==> src/rtl/cpu_decode_stage.sv <==
// Registered RV32I/Zicsr decode stage: classifies the opcode format and
// holds instruction, PC, format and illegal flag behind a valid/ready skid.
package cpu_decode_pkg;

  typedef logic [31:0] isa_instr_t;

  typedef enum logic [2:0] {
    instr_r,
    instr_i,
    instr_iu,
    instr_iucsr,
    instr_s,
    instr_b,
    instr_u,
    instr_j
  } instr_type_e;

  typedef struct packed {
    isa_instr_t  instr;
    logic [31:0] pc;
    instr_type_e itype;
    logic        illegal;
  } dec_slot_t;

  localparam logic [6:0] op_lui    = 7'b0110111;
  localparam logic [6:0] op_auipc  = 7'b0010111;
  localparam logic [6:0] op_jal    = 7'b1101111;
  localparam logic [6:0] op_jalr   = 7'b1100111;
  localparam logic [6:0] op_load   = 7'b0000011;
  localparam logic [6:0] op_imm    = 7'b0010011;
  localparam logic [6:0] op_misc   = 7'b0001111;
  localparam logic [6:0] op_branch = 7'b1100011;
  localparam logic [6:0] op_store  = 7'b0100011;
  localparam logic [6:0] op_op     = 7'b0110011;
  localparam logic [6:0] op_system = 7'b1110011;

  localparam isa_instr_t nop_instr = 32'h0000_0013;

endpackage

module cpu_decode_stage
  import cpu_decode_pkg::*;
#(
  parameter bit          p_skid     = 1'b1,
  parameter logic [31:0] p_reset_pc = 32'h0000_0000
) (
  input  logic        i_clk,
  input  logic        i_rst,
  input  logic        i_flush,
  input  logic        i_valid,
  output logic        o_ready,
  input  isa_instr_t  i_instr,
  input  logic [31:0] i_pc,
  output logic        o_valid,
  input  logic        i_ready,
  output isa_instr_t  o_instr,
  output logic [31:0] o_pc,
  output instr_type_e o_instr_type,
  output logic        o_illegal
);

  typedef enum logic [1:0] {
    st_empty,
    st_one,
    st_full
  } state_e;

  localparam dec_slot_t rst_slot = '{
    instr:   nop_instr,
    pc:      p_reset_pc,
    itype:   instr_i,
    illegal: 1'b0
  };

  logic [6:0]  opc;
  logic [2:0]  f3;
  logic        is_sys;
  instr_type_e in_type;
  logic        in_ill;
  dec_slot_t   in_slot;
  dec_slot_t   out_q;
  state_e      state;

  assign opc    = i_instr[6:0];
  assign f3     = i_instr[14:12];
  assign is_sys = (opc == op_system);

  // Undecodable words still flow downstream, tagged illegal.
  always_comb begin
    in_type = instr_r;
    in_ill  = 1'b0;
    unique case (1'b1)
      (opc == op_lui),
      (opc == op_auipc):    in_type = instr_u;
      (opc == op_jal):      in_type = instr_j;
      (opc == op_jalr),
      (opc == op_load),
      (opc == op_imm),
      (opc == op_misc):     in_type = instr_i;
      (opc == op_branch):   in_type = instr_b;
      (opc == op_store):    in_type = instr_s;
      (opc == op_op):       in_type = instr_r;
      (is_sys && f3 == 3'b000):
                            in_type = instr_i;
      (is_sys && f3 inside {3'b001, 3'b010, 3'b011}):
                            in_type = instr_iu;
      (is_sys && f3 inside {3'b101, 3'b110, 3'b111}):
                            in_type = instr_iucsr;
      default:              in_ill  = 1'b1;
    endcase
  end

  assign in_slot = '{
    instr:   i_instr,
    pc:      i_pc,
    itype:   in_type,
    illegal: in_ill
  };

  generate
    if (p_skid) begin : g_skid
      dec_slot_t skid_q;
      logic      rdy_q;

      assign o_ready = rdy_q;

      always_ff @(posedge i_clk) begin
        if (i_rst) begin
          state  <= st_empty;
          out_q  <= rst_slot;
          skid_q <= rst_slot;
          rdy_q  <= 1'b1;
        end else if (i_flush) begin
          state <= st_empty;
          rdy_q <= 1'b1;
        end else begin
          unique case (state)
            st_empty: begin
              if (i_valid) begin
                out_q <= in_slot;
                state <= st_one;
              end
            end
            st_one: begin
              if (i_valid && i_ready) begin
                out_q <= in_slot;
              end else if (i_valid) begin
                skid_q <= in_slot;
                state  <= st_full;
                rdy_q  <= 1'b0;
              end else if (i_ready) begin
                state <= st_empty;
              end
            end
            st_full: begin
              // Ready is blocked here, so SKID only ever refills OUT.
              if (i_ready) begin
                out_q <= skid_q;
                state <= st_one;
                rdy_q <= 1'b1;
              end
            end
            default: begin
              state <= st_empty;
              rdy_q <= 1'b1;
            end
          endcase
        end
      end
    end else begin : g_flat
      assign o_ready = (state == st_empty) || i_ready;

      always_ff @(posedge i_clk) begin
        if (i_rst) begin
          state <= st_empty;
          out_q <= rst_slot;
        end else if (i_flush) begin
          state <= st_empty;
        end else if (i_valid && o_ready) begin
          out_q <= in_slot;
          state <= st_one;
        end else if (i_ready) begin
          state <= st_empty;
        end
      end
    end
  endgenerate

  assign o_valid      = (state != st_empty);
  assign o_instr      = out_q.instr;
  assign o_pc         = out_q.pc;
  assign o_instr_type = out_q.itype;
  assign o_illegal    = out_q.illegal;

endmodule

==> config.mk <==
export PLATFORM = sky130hd
export DESIGN_NAME = cpu_decode_stage
export DESIGN_NICKNAME = d
export VERILOG_FILES = /design/src/rtl/cpu_decode_stage.sv
export SDC_FILE = /design/constraint.sdc
export NUM_CORES = 1
export LEC_CHECK = 0
export CORE_UTILIZATION = 63
export CTS_BUF_LIST = sky130_fd_sc_hd__clkbuf_16
export DETAILED_ROUTE_END_ITERATION = 7
export DONT_BUFFER_PORTS = 1
export HOLD_SLACK_MARGIN = 0.08
export PLACE_DENSITY = 0.79
export RECOVER_POWER = 25
export SYNTH_ARGS = -nofsm -noshare
export SYNTH_HDL_FRONTEND = slang
export SYNTH_SLANG_ARGS = --single-unit
export TNS_END_PERCENT = 50
==> constraint.sdc <==
create_clock -name i_clk -period 2.2 [get_ports i_clk]
set_input_delay 0.33 -clock i_clk [delete_from_list [all_inputs] [get_ports i_clk]]
set_output_delay 0.33 -clock i_clk [all_outputs]
set_load 0.1 [all_outputs]
==> impl_metrics.env, run 1 <==
export IMPL_synth_simple_area_share_pct=26.2
export IMPL_cp_max_fo=15
export IMPL_yosysMostFrequentCell="nand2_1"
export IMPL_antenna_found_initial=0
export IMPL_hp_class="input port to flop"
export IMPL_grt_max_degree=145
export IMPL_r2r_slack_ns=0.12
export IMPL_maxCapViolCount=0
export IMPL_route_met3_wl_um=1260
export IMPL_insertion_delay_ns=0.41
export IMPL_final_nets=855
export IMPL_clk_pin_slew_ns=0.06
export IMPL_routed_via_density=5.89
export IMPL_postCtsHoldBufs=24
export IMPL_cp_required_ns=2.49
export IMPL_cp_start_kind="flop"
export IMPL_criticalPathCategory="flop to flop"
export IMPL_die_w_um=96.9
export IMPL_grt_remaining_overflow=0
export IMPL_wl_met1_um=5690
export IMPL_dieHeight_um=96.9
export IMPL_hold_violations=5
export IMPL_cts_buffers=17
export IMPL_synth_top_family_by_area="simple AND/OR/NAND/NOR gates"
export IMPL_start_util_pct=65.0
export IMPL_diodes=0
export IMPL_max_freq_ghz=0.482
export IMPL_grt_pass1_vias=4958
export IMPL_routed_top_layer="met4"
export IMPL_fin_tns_setup_ns=0
export IMPL_drc_errors=0
export IMPL_setup_viol=0
export IMPL_crit_path_end_kind="flop"
export IMPL_dp_hpwl_um=8010
export IMPL_synthFlopType="dfxtp_1"
export IMPL_root_buffer="clkbuf_16"
export IMPL_muxShareOfSynthArea_pct=0.176
export IMPL_num_vias=5345
export IMPL_grt_pass1_wl_um=23100
export IMPL_ant_nets=0
export IMPL_clock_sinks=139
export IMPL_period_share_pct=94.3
export IMPL_fin_hold_ws_ns=-0.00774
export IMPL_synth_cell_type_count=40
export IMPL_synthArstFlopShare_pct=0
export IMPL_wire_per_inst_um=15.5
export IMPL_violations="negative hold slack"
export IMPL_yosys_area_share_adder_pct=0
export IMPL_fp_coreArea_um2=8720
export IMPL_synth_edff_count=0
export IMPL_synth_xor_area_share_pct=0.154
export IMPL_ir_worst_vdd_v=0.000558
export IMPL_gp_congestion=0.787
export IMPL_dr_wl_met2_um=6900
export IMPL_p_leak_uw=0.00267
export IMPL_port_buffer_count=0
export IMPL_status="finished with violations"
export IMPL_ys_top_cells_by_count="263 x nand2_1, 139 x dfxtp_1, 73 x nor2_1"
export IMPL_tightest_slew_ns=0.596
export IMPL_timing_final_ws_setup_ns=0.125
export IMPL_synth_cells=726
export IMPL_slew_viol_final=0
export IMPL_drt_pass1_iter_count=5
export IMPL_dp_cells=851
export IMPL_worst_r2r_path_depth=6
export IMPL_grt_usage_pct=29.9
export IMPL_min_delay_path_depth=1
export IMPL_cts_setup_buffers=0
export IMPL_ys_warn_count=0
export IMPL_syn_to_final_growth_pct=21.2
export IMPL_synthTopCellsByArea="dfxtp_1 49%, nand2_1 17%, a311oi_1 9.4%"
export IMPL_tritoncts="built"
export IMPL_critPathArrivalTime_ns=2.37
export IMPL_netlist_area_um2=5670
export IMPL_synth_compound_area_share_pct=18.8
export IMPL_yosys_area_top_type="dfxtp_1"
export IMPL_fin_crit_ns=2.08
export IMPL_yosys_register_bits=139
export IMPL_drive_above_1_share_pct=15.5
export IMPL_rsz0062_at_grt="no"
export IMPL_die_area_um2=9390
export IMPL_io_pins=139
export IMPL_syn_avg_cell_area_um2=7.81
export IMPL_drtIter0Drc=369
export IMPL_skew_ns=0.00761
export IMPL_power_density_nw_per_um2=975
export IMPL_final_cell_count_no_fill=907
export IMPL_yosysSeqAreaShare_pct=49.1
export IMPL_yosys_area_top_type_share_pct=49.1
export IMPL_synth_net_count=795
export IMPL_clockBufferDepth=2
export IMPL_wirelength_um=14100
export IMPL_slew_headroom_pct=60.2
export IMPL_htreeDepth=4
export IMPL_rows=34
export IMPL_dp_slack_ns=0.357
-- path summary, 6_finish.rpt --
check | from | endpoint
worst max-delay path | state[0] | g_skid.skid_q[65]
worst min-delay path | i_rst | o_pc[15]
worst max register to register | state[0] | g_skid.skid_q[65]
worst min register to register | g_skid.skid_q[34] | g_skid.skid_q[34]
-- where the power goes --
| group | switching [uW] | total (uW) | internal (uW) |
|---|---|---|---|
| logic | 955 | 1170 | 214 |
| clock network | 1080 | 2860 | 1780 |
| registers | 41.5 | 2670 | 2630 |
-- final cells by class --
type | instances | area (um^2)
repair buffers | 104 | 749
clock buffers | 17 | 425
clock inverters | 15 | 175
flip-flops and latches | 139 | 2780
well taps | 108 | 135
inverters | 1 | 3.75
multi-input cells | 523 | 2600
fillers | 627 | 1850
-- what timing repair did --
| item | CTS | global route |
|---|---|---|
| gates resized for setup | 0 | 6 |
| setup endpoints to repair | 0 | 16 |
| endpoints found under the hold margin | 137 | 118 |
-- placed cells by master, fill, tap and decap left out, types with 2 or more instances in the layout --
cell / instances
nand4_1: 2
nand2_1: 263
o21ai_0: 2
inv_6: 2
dfxtp_1: 138
clkbuf_2: 51
buf_4: 25
clkinv_4: 3
clkbuf_16: 17
clkinvlp_4: 4
o211ai_1: 3
nor3_1: 5
a21oi_1: 70
a211oi_1: 3
o22ai_1: 2
nand3b_1: 6
a21oi_2: 2
nor4_1: 2
clkinv_1: 2
inv_1: 2
buf_12: 2
nor2_1: 72
bufinv_16: 3
dlygate4sd3_1: 24
a211o_1: 4
and2_1: 2
nand2b_1: 3
a311oi_1: 61
-- sequential cells by signal, indices dropped and copies added (netlist names) --
signal         flops
o_instr_type       3
o_illegal          1
g_skid.skid_q     68
state              2
o_instr           32
o_ready            1
o_pc              32
-- worst max-delay path: stages, from the launching register on --
cell           delay, ns
dfxtp_2             0.41
nand2b_1            0.17
or3_2               0.46
buf_4               0.21
nand2_1             0.08
a21oi_1             0.06
dlygate4sd3_1       0.56
-- kinds of logic (layout without fill, tap and decap cells) --
group | after synthesis | after routing
AO/OA/AOI/OAI | 153 | 153
XOR/XNOR | 1 | 1
buffers and inverters | 64 | 137
flip-flops | 139 | 139
multiplexers | 1 | 1
AND/OR/NAND/NOR | 368 | 368
-- metal layers --
metal	vias up	global-route usage (%)
li1	2602	-
met1	2502	34.7
met2	219	51.1
met3	22	10.5
met4	0	10.6
met5	-	0
-- metrics by stage --
step	area [um^2]	power [uW]	util, %
floorplan	5670	3760	-
finish	6870	6700	78.8
global route	6870	6900	78.8
detailed placement	6140	3920	70.4
CTS	6980	6790	80.1
global placement	6140	3900	70.4
Note: power is estimated with default switching activity, not from simulation.
==> run 2: changes to the inputs <==
Settings changed: GPL_TIMING_DRIVEN from default to 0.
==> run 2 against run 1 <==
Net effect: design area grew 2.6%; critical path depth rose by 1; die area unchanged; clock power about the same; the run now ends clean; maximum frequency fell by 0.11%; routed wire length grew 13%; first-iteration DRC count shrank 0.27%; combinational power is 58% lower; non-clock buffer count is 23 higher; cell count increased by 2.5%; sequential cell count did not move; register-to-register slack is essentially flat.
==> impl_metrics.env, run 2 (synthesized netlist as in run 1, its figures left out) <==
export IMPL_grt_remaining_overflow=0
export IMPL_clock_sinks=139
export IMPL_cts_setup_buffers=0
export IMPL_maxCapViolCount=0
export IMPL_fin_hold_ws_ns=0.0812
export IMPL_fin_crit_ns=2.08
export IMPL_num_vias=5597
export IMPL_dieHeight_um=96.9
export IMPL_hp_class="input port to flop"
export IMPL_wire_per_inst_um=17.0
export IMPL_clk_pin_slew_ns=0.06
export IMPL_gp_congestion=0.870
export IMPL_cts_buffers=17
export IMPL_criticalPathCategory="flop to flop"
export IMPL_skew_ns=0.00688
export IMPL_drtIter0Drc=368
export IMPL_insertion_delay_ns=0.41
export IMPL_final_nets=878
export IMPL_slew_viol_final=0
export IMPL_critPathArrivalTime_ns=2.43
export IMPL_root_buffer="clkbuf_16"
export IMPL_fin_tns_setup_ns=0
export IMPL_drt_pass1_iter_count=6
export IMPL_tritoncts="built"
export IMPL_dp_cells=834
export IMPL_wirelength_um=15800
export IMPL_startpoint="state[1]"
export IMPL_power_density_nw_per_um2=965
export IMPL_syn_to_final_growth_pct=24.4
export IMPL_slew_headroom_pct=31.4
export IMPL_period_share_pct=94.4
export IMPL_grt_usage_pct=34.4
export IMPL_cp_required_ns=2.55
export IMPL_antenna_found_initial=0
export IMPL_start_util_pct=65.0
export IMPL_hold_violations=0
export IMPL_utilization_pct=80.9
export IMPL_diodes=0
export IMPL_grt_pass1_vias=5549
export IMPL_die_w_um=96.9
export IMPL_max_freq_ghz=0.481
export IMPL_largest_reg_flops=68
export IMPL_final_cell_count_no_fill=930
export IMPL_grt_max_degree=17
export IMPL_rows=34
export IMPL_status="finished, final reports clean"
export IMPL_layout_common_cells="263 x nand2_1, 139 x dfxtp_1, 72 x nor2_1"
export IMPL_routed_via_density=6.02
export IMPL_htreeDepth=4
export IMPL_die_area_um2=9390
export IMPL_worstHoldStart="i_pc[1]"
export IMPL_rsz0062_at_grt="no"
export IMPL_io_pins=139
export IMPL_clockBufferDepth=2
export IMPL_largest_register="g_skid.skid_q"
export IMPL_ant_nets=0
export IMPL_cp_start_kind="flop"
export IMPL_final_common_cell="nand2_1"
export IMPL_design_area_um2=7050
export IMPL_crit_path_end_kind="flop"
export IMPL_p_leak_uw=0.00257
export IMPL_ir_worst_vdd_v=0.000618
export IMPL_drive_above_1_share_pct=8.52
export IMPL_setup_viol=0
export IMPL_dp_hpwl_um=9830
export IMPL_grt_pass1_wl_um=26300
export IMPL_drc_errors=0
export IMPL_regToRegStartpoint="state[1]"
export IMPL_tightest_slew_ns=1.03
export IMPL_cp_max_fo=10
export IMPL_port_buffer_count=0
export IMPL_place_area_um2=5810
export IMPL_fp_coreArea_um2=8720
-- run 2: cell count changes in the layout (fill, tap and decap cells not counted), sizes merged --
cell,change
buf,-1
clkbuf,-16
clkinvlp,-1
dlygate4sd3,+40
inv,+1
-- run 2: area by class of cell --
cell class | count | area, um^2
flip-flops and latches | 139 | 2780
clock inverters | 15 | 174
fillers | 588 | 1670
repair buffers | 64 | 641
multi-input cells | 523 | 2580
well taps | 108 | 135
inverters | 1 | 3.75
plain buffers | 63 | 314
clock buffers | 17 | 425
-- run 2: what timing repair did --
| item | 4_1_cts | 5_1_grt |
|---|---|---|
| endpoints found under the setup margin | 0 | 2 |
| hold endpoints to repair | 92 | 0 |
| hold buffers | 64 | 0 |
| gates resized for setup | 0 | 2 |
-- run 2: metal layers --
layer / wire, um / vias to the layer above / global-route usage (%)
met5: 0 / - / 0
met4: 323 / 0 / 14.5
li1: - / 2639 / -
met3: 1180 / 36 / 7.95
met2: 7890 / 248 / 59.7
met1: 6450 / 2674 / 40.6
-- run 2: path summary, 6_finish.rpt --
check                                          to  slack (ns)  cells after the start
worst max-delay path                     state[1]        0.12                      7
worst min-delay path             g_skid.skid_q[5]        0.08                      2
worst max register to register           state[1]        0.12                      7
worst min register to register  g_skid.skid_q[38]        0.45                      2
-- run 2: where the power goes --
part	switching, uW	internal, uW	total, uW	leakage (uW)
clock network	1100	1780	2880	0.000289
registers	795	2630	3430	0.00113
logic	274	223	497	0.00115
total	2170	4640	6810	0.00257
-- run 2: critical path, stage by stage (launching register included) --
cell	delay (ns)
dfxtp_1	0.40
inv_1	0.12
nor2_4	0.17
buf_4	0.20
buf_2	0.27
a21oi_1	0.07
nor4_1	0.19
dlygate4sd3_1	0.60
-- run 2: metrics by stage --
stage | power, uW | setup WS, ns
after floorplan | 3760 | 0.649
after global placement | 3840 | 0.360
after detailed placement | 3860 | 0.286
after CTS | 6800 | 0.0388
after global routing | 6990 | 0.0277
final | 6810 | 0.123
